`src/rtl/decoder_nto2n_seq.sv`:
```
// Registered N-to-2^N one-hot decoder with direct (latched) and scan (walking) modes.
// Define DECODER_ACTIVE_LOW_EN to make o_d active-low (inactive value all ones).
module decoder_nto2n_seq #(
  parameter int N     = 2,
  parameter int DWELL = 4
) (
  input  logic              i_clk,
  input  logic              i_rst_n,
  input  logic              i_en,
  input  logic              i_mode,
  input  logic [N-1:0]      i_a,
  input  logic              i_a_valid,
  output logic [(1<<N)-1:0] o_d,
  output logic              o_d_valid,
  output logic              o_busy,
  output logic              o_scan_done
);

  localparam int NL = 1 << N;
  localparam int CW = (DWELL > 1) ? $clog2(DWELL) : 1;
  localparam logic [CW-1:0] CNT_MAX  = CW'(DWELL - 1);
  localparam logic [N-1:0]  STEP_MAX = N'(NL - 1);

`ifdef DECODER_ACTIVE_LOW_EN
  localparam logic [NL-1:0] D_INACTIVE = {NL{1'b1}};
`else
  localparam logic [NL-1:0] D_INACTIVE = {NL{1'b0}};
`endif

  typedef enum logic [1:0] {
    S_IDLE = 2'd0,
    S_HOLD = 2'd1,
    S_SCAN = 2'd2
  } state_t;

  // Selected-line pattern in the polarity of this build.
  function automatic logic [NL-1:0] f_line(input logic [N-1:0] idx);
    logic [NL-1:0] v;
    v = NL'(1) << idx;
`ifdef DECODER_ACTIVE_LOW_EN
    return ~v;
`else
    return v;
`endif
  endfunction

  state_t          r_state;
  logic [N-1:0]    r_idx;
  logic [CW-1:0]   r_cnt;
  logic [N-1:0]    r_steps;
  logic [NL-1:0]   r_d;
  logic            r_d_valid;
  logic            r_busy;
  logic            r_scan_done;

  state_t          w_state_nxt;
  logic [N-1:0]    w_idx_nxt;
  logic [CW-1:0]   w_cnt_nxt;
  logic [N-1:0]    w_steps_nxt;
  logic [NL-1:0]   w_d_nxt;
  logic            w_d_valid_nxt;
  logic            w_busy_nxt;
  logic            w_scan_done_nxt;
  logic [N-1:0]    w_idx_inc;

  assign w_idx_inc = r_idx + N'(1);

  // State and output registers.
  always_ff @(posedge i_clk or negedge i_rst_n) begin
    if (!i_rst_n) begin
      r_state     <= S_IDLE;
      r_idx       <= {N{1'b0}};
      r_cnt       <= {CW{1'b0}};
      r_steps     <= {N{1'b0}};
      r_d         <= D_INACTIVE;
      r_d_valid   <= 1'b0;
      r_busy      <= 1'b0;
      r_scan_done <= 1'b0;
    end else begin
      r_state     <= w_state_nxt;
      r_idx       <= w_idx_nxt;
      r_cnt       <= w_cnt_nxt;
      r_steps     <= w_steps_nxt;
      r_d         <= w_d_nxt;
      r_d_valid   <= w_d_valid_nxt;
      r_busy      <= w_busy_nxt;
      r_scan_done <= w_scan_done_nxt;
    end
  end

  // Next-state and next-output logic; a low enable overrides everything.
  always_comb begin
    w_state_nxt     = r_state;
    w_idx_nxt       = r_idx;
    w_cnt_nxt       = r_cnt;
    w_steps_nxt     = r_steps;
    w_d_nxt         = r_d;
    w_d_valid_nxt   = 1'b0;
    w_busy_nxt      = 1'b0;
    w_scan_done_nxt = 1'b0;

    if (!i_en) begin
      w_state_nxt = S_IDLE;
      w_d_nxt     = D_INACTIVE;
    end else begin
      case (r_state)
        S_IDLE, S_HOLD: begin
          if (i_a_valid) begin
            w_d_nxt       = f_line(i_a);
            w_d_valid_nxt = 1'b1;
            if (i_mode) begin
              w_idx_nxt   = i_a;
              w_cnt_nxt   = {CW{1'b0}};
              w_steps_nxt = {N{1'b0}};
              w_state_nxt = S_SCAN;
              w_busy_nxt  = 1'b1;
            end else begin
              w_state_nxt = S_HOLD;
            end
          end else begin
            w_state_nxt = r_state;
          end
        end
        S_SCAN: begin
          w_busy_nxt = 1'b1;
          if (r_cnt != CNT_MAX) begin
            w_cnt_nxt = r_cnt + CW'(1);
          end else if (r_steps != STEP_MAX) begin
            w_cnt_nxt     = {CW{1'b0}};
            w_steps_nxt   = r_steps + N'(1);
            w_idx_nxt     = w_idx_inc;
            w_d_nxt       = f_line(w_idx_inc);
            w_d_valid_nxt = 1'b1;
          end else begin
            // Every line has had its dwell: finish and report.
            w_state_nxt     = S_IDLE;
            w_d_nxt         = D_INACTIVE;
            w_busy_nxt      = 1'b0;
            w_scan_done_nxt = 1'b1;
          end
        end
        default: begin
          w_state_nxt = S_IDLE;
          w_d_nxt     = D_INACTIVE;
        end
      endcase
    end
  end

  assign o_d         = r_d;
  assign o_d_valid   = r_d_valid;
  assign o_busy      = r_busy;
  assign o_scan_done = r_scan_done;

endmodule

```
`config.mk`:
```
export PLATFORM = sky130hd
export DESIGN_NAME = decoder_nto2n_seq
export DESIGN_NICKNAME = d
export VERILOG_FILES = /design/src/rtl/decoder_nto2n_seq.sv
export SDC_FILE = /design/constraint.sdc
export NUM_CORES = 1
export LEC_CHECK = 0
export CAP_MARGIN = 20
export CORE_ASPECT_RATIO = 0.8
export CORE_MARGIN = 2
export CORE_UTILIZATION = 51
export CTS_BUF_LIST = sky130_fd_sc_hd__clkbuf_16
export DETAILED_ROUTE_END_ITERATION = 10
export GPL_ROUTABILITY_DRIVEN = 0
export PLACE_DENSITY = 0.77
export SYNTH_ARGS = -nofsm -noshare
export SYNTH_HDL_FRONTEND = slang
export SYNTH_SLANG_ARGS = --single-unit
```
`constraint.sdc`:
```
create_clock -name i_clk -period 1.8 [get_ports i_clk]
set_input_delay 0.54 -clock i_clk [delete_from_list [all_inputs] [get_ports i_clk]]
set_output_delay 0.54 -clock i_clk [all_outputs]
set_load 0.05 [all_outputs]
```
==> key figures <==
Floorplanning
  • Rows: 13
  • Initial core utilization: 53.8%
  • Die H: 40.7 um
  • # IOs: 14
  • Die width: 49.8 um
  • Die Area: 2030 um^2
  • CORE AREA: 1590 um^2

Detailed routing
  • Routed length per instance: 13.8 um
  • # DRC: 0
  • Vias per Instance: 5.45
  • Vias: 709
  • Total wire length: 1790 um
  • DRT iter0 DRCs: 7
  • Antenna Nets Post-Route: 0
  • First drt pass iteration count: 4

Power and ir drop
  • PwrDens: 1010 nW/um^2
  • Total power: 0.00114 W
  • Leak: 0.554 nW
  • VDD IR max: 830 uV

Finish
  • Fillcell total: 109
  • Multi-input gate area: 433 um^2
  • Antenna Cells: 0
  • Final Util: 71.0%
  • Final #Nets: 124
  • Layout cells sized above 1: 24.1%
  • Commonest cells after routing, fill and taps aside: dfrtp_1 (15), buf_4 (15), nor2_1 (13)
  • Area occupied by registers: 375 um^2
  • Area Overhead vs Synth: 32.0%

Clocking
  • # H-tree levels: 1
  • Post-CTS Setup Repair Bufs: 0
  • CTS clk-pin slew, worst paths: 0.05 ns
  • Clk Latency, worst-skew pair: 0.24 ns
  • CTS buffer count: 3
  • # hold bufs at CTS: 0
  • CTS tree: done
  • Clk sinks: 15
  • PostCTS Resize Cnt: 0
  • CTS root buffer: clkbuf_16
  • Clk buf depth: 2

Status
  • Status: finished clean

Logic synthesis
  • Syn_nets: 99
  • Avg Cell Area, Syn: 10.2 um^2
  • Cell area after synthesis: 857 um^2
  • Synth Instances: 84
  • Seq cells post-synth: 15
  • Seq/Total Area, Yosys: 43.8%
  • Yosys cell types: 27
  • Yosys warning count: 0

Worst setup path
  • CP startpoint kind: input port
  • CP max FO: 4
  • Critical setup path kind: in -> reg
  • Crit. End Element: register
  • Arrival time worst endpoint: 1.77 ns
  • Worst R2R Path Depth: 4
  • WP data required: 1.96 ns

STA
  • Fin. max-slew vios: 0
  • Tcrit/Tclk final: 89.0%
  • F_max: 624 MHz
  • RSZ-0062 raised after global routing: false
  • Final Hold Fails: 0
  • Actual slew at the worst max-slew pin: 0.492 ns
  • Endpoints failing setup: 0
  • Minimum clock period: 1.60 ns
  • Slew HR: 67.2%
  • Layout Skew: 0.00405 ns

Min path
  • Min-delay worst type: reg -> reg
  • Hold path depth: 1

Global route
  • Vias in the first global route: 633
  • GRT Util Overall: 20.7%
  • Grt ovf: 0
  • Antenna violations before repair: 0
  • Largest net degree at the start of global routing: 16
  • First-pass GRT wire length: 2860 um

Placement
  • Hpwl dp: 1310 um
  • Port Buffers: 13

Run
  • Maxcap violations: 0
[worst paths after layout]
check                                        from                      to  slack, ns
max                                          i_en    r_idx[0]$_DFFE_PN0P_       0.20
min                        r_steps[0]$_DFFE_PN0P_  r_steps[0]$_DFFE_PN0P_       0.51
max reg2reg                r_state[1]$_DFFE_PN0P_  r_steps[1]$_DFFE_PN0P_       0.27
min reg2reg                r_steps[0]$_DFFE_PN0P_  r_steps[0]$_DFFE_PN0P_       0.51
max in group asynchronous                 i_rst_n  r_steps[1]$_DFFE_PN0P_       1.00
min in group asynchronous                 i_rst_n  r_state[0]$_DFFE_PN0P_       0.62
[through the flow]
step | cells | setup WS [ns] | TNS (ns) | cell area (um^2) | hold slack [ns]
finish | 130 | 0.198 | 0 | 1130 | 0.508
floorplan | 84 | 0.454 | 0 | 857 | 0.244
detailed placement | 126 | -0.0371 | -0.0573 | 1050 | 0.513
CTS | 130 | 0.206 | 0 | 1130 | 0.519
global placement | 126 | 0.0131 | 0 | 1050 | 0.492
global route | 130 | 0.109 | 0 | 1130 | 0.573
[per-layer routing]
layer  share of wire [%]  global-route usage (%)  vias to the layer above
met5                   0                       0                        -
met4                 2.7                    13.9                        0
met3                 4.0                    6.20                        6
met2                  49                    34.3                       16
met1                  45                    24.4                      340
li1                    -                       -                      347
[cell families after synthesis]
kind of cell / share of synthesized area (%)
simple gates: 15.0
compound gates: 20.9
buf+inv: 5.69
fa+ha+maj: 11.7
mux: 2.92
flops: 43.8
[where the power goes]
group	internal (W)	switching, W	leakage [nW]
Clock	0.000294	0.000129	0.0423
Sequential	0.000383	0.0000530	0.197
Combinational	0.000125	0.000155	0.315
[critical path: stages]
cell and delay [ns]:
clkdlybuf4s50_1 0.48, bufinv_8 0.19, nor3_1 0.33, a311oi_1 0.09
a21oi_1 0.13
[flip-flops by register name, summed over array words and instances (netlist names)]
name         flops
o_d              4
r_cnt            2
r_idx            2
r_state          2
r_steps          2
o_busy           1
o_d_valid        1
o_scan_done      1
[cells in the mapped netlist]
library cell,count,area (um^2)
dfrtp_1,15,375
o32ai_1,1,8.76
o2111a_1,1,11.3
a211oi_1,3,22.5
o21a_2,1,8.76
bufinv_8,1,17.5
nand2_1,6,22.5
o21ai_2,1,8.76
a311oi_1,2,17.5
mux2_4,1,15.0
a21oi_1,5,25.0
nand2b_4,1,13.8
a31oi_1,2,12.5
buf_2,1,5.00
nand2b_1,1,6.26
a21oi_2,1,8.76
o21ai_0,1,5.00
nor3b_1,1,7.51
o22a_4,1,17.5
nor3_1,4,20.0
nor2_1,13,48.8
a32oi_1,2,17.5
ha_1,8,100
nand3_1,2,10.0
inv_1,7,26.3
a2bb2oi_2,1,15.0
mux2i_1,1,10.0
[cell type report]
| type | instances | area share (%) |
|---|---|---|
| multi-input combinational | 60 | 38.3 |
| clock buffer | 3 | 6.64 |
| tap | 22 | 2.43 |
| clock inverter | 1 | 0.332 |
| inverter | 8 | 3.87 |
| sequential | 15 | 33.2 |
| timing repair buffer | 21 | 15.3 |
(Power assumes the default switching activity.)
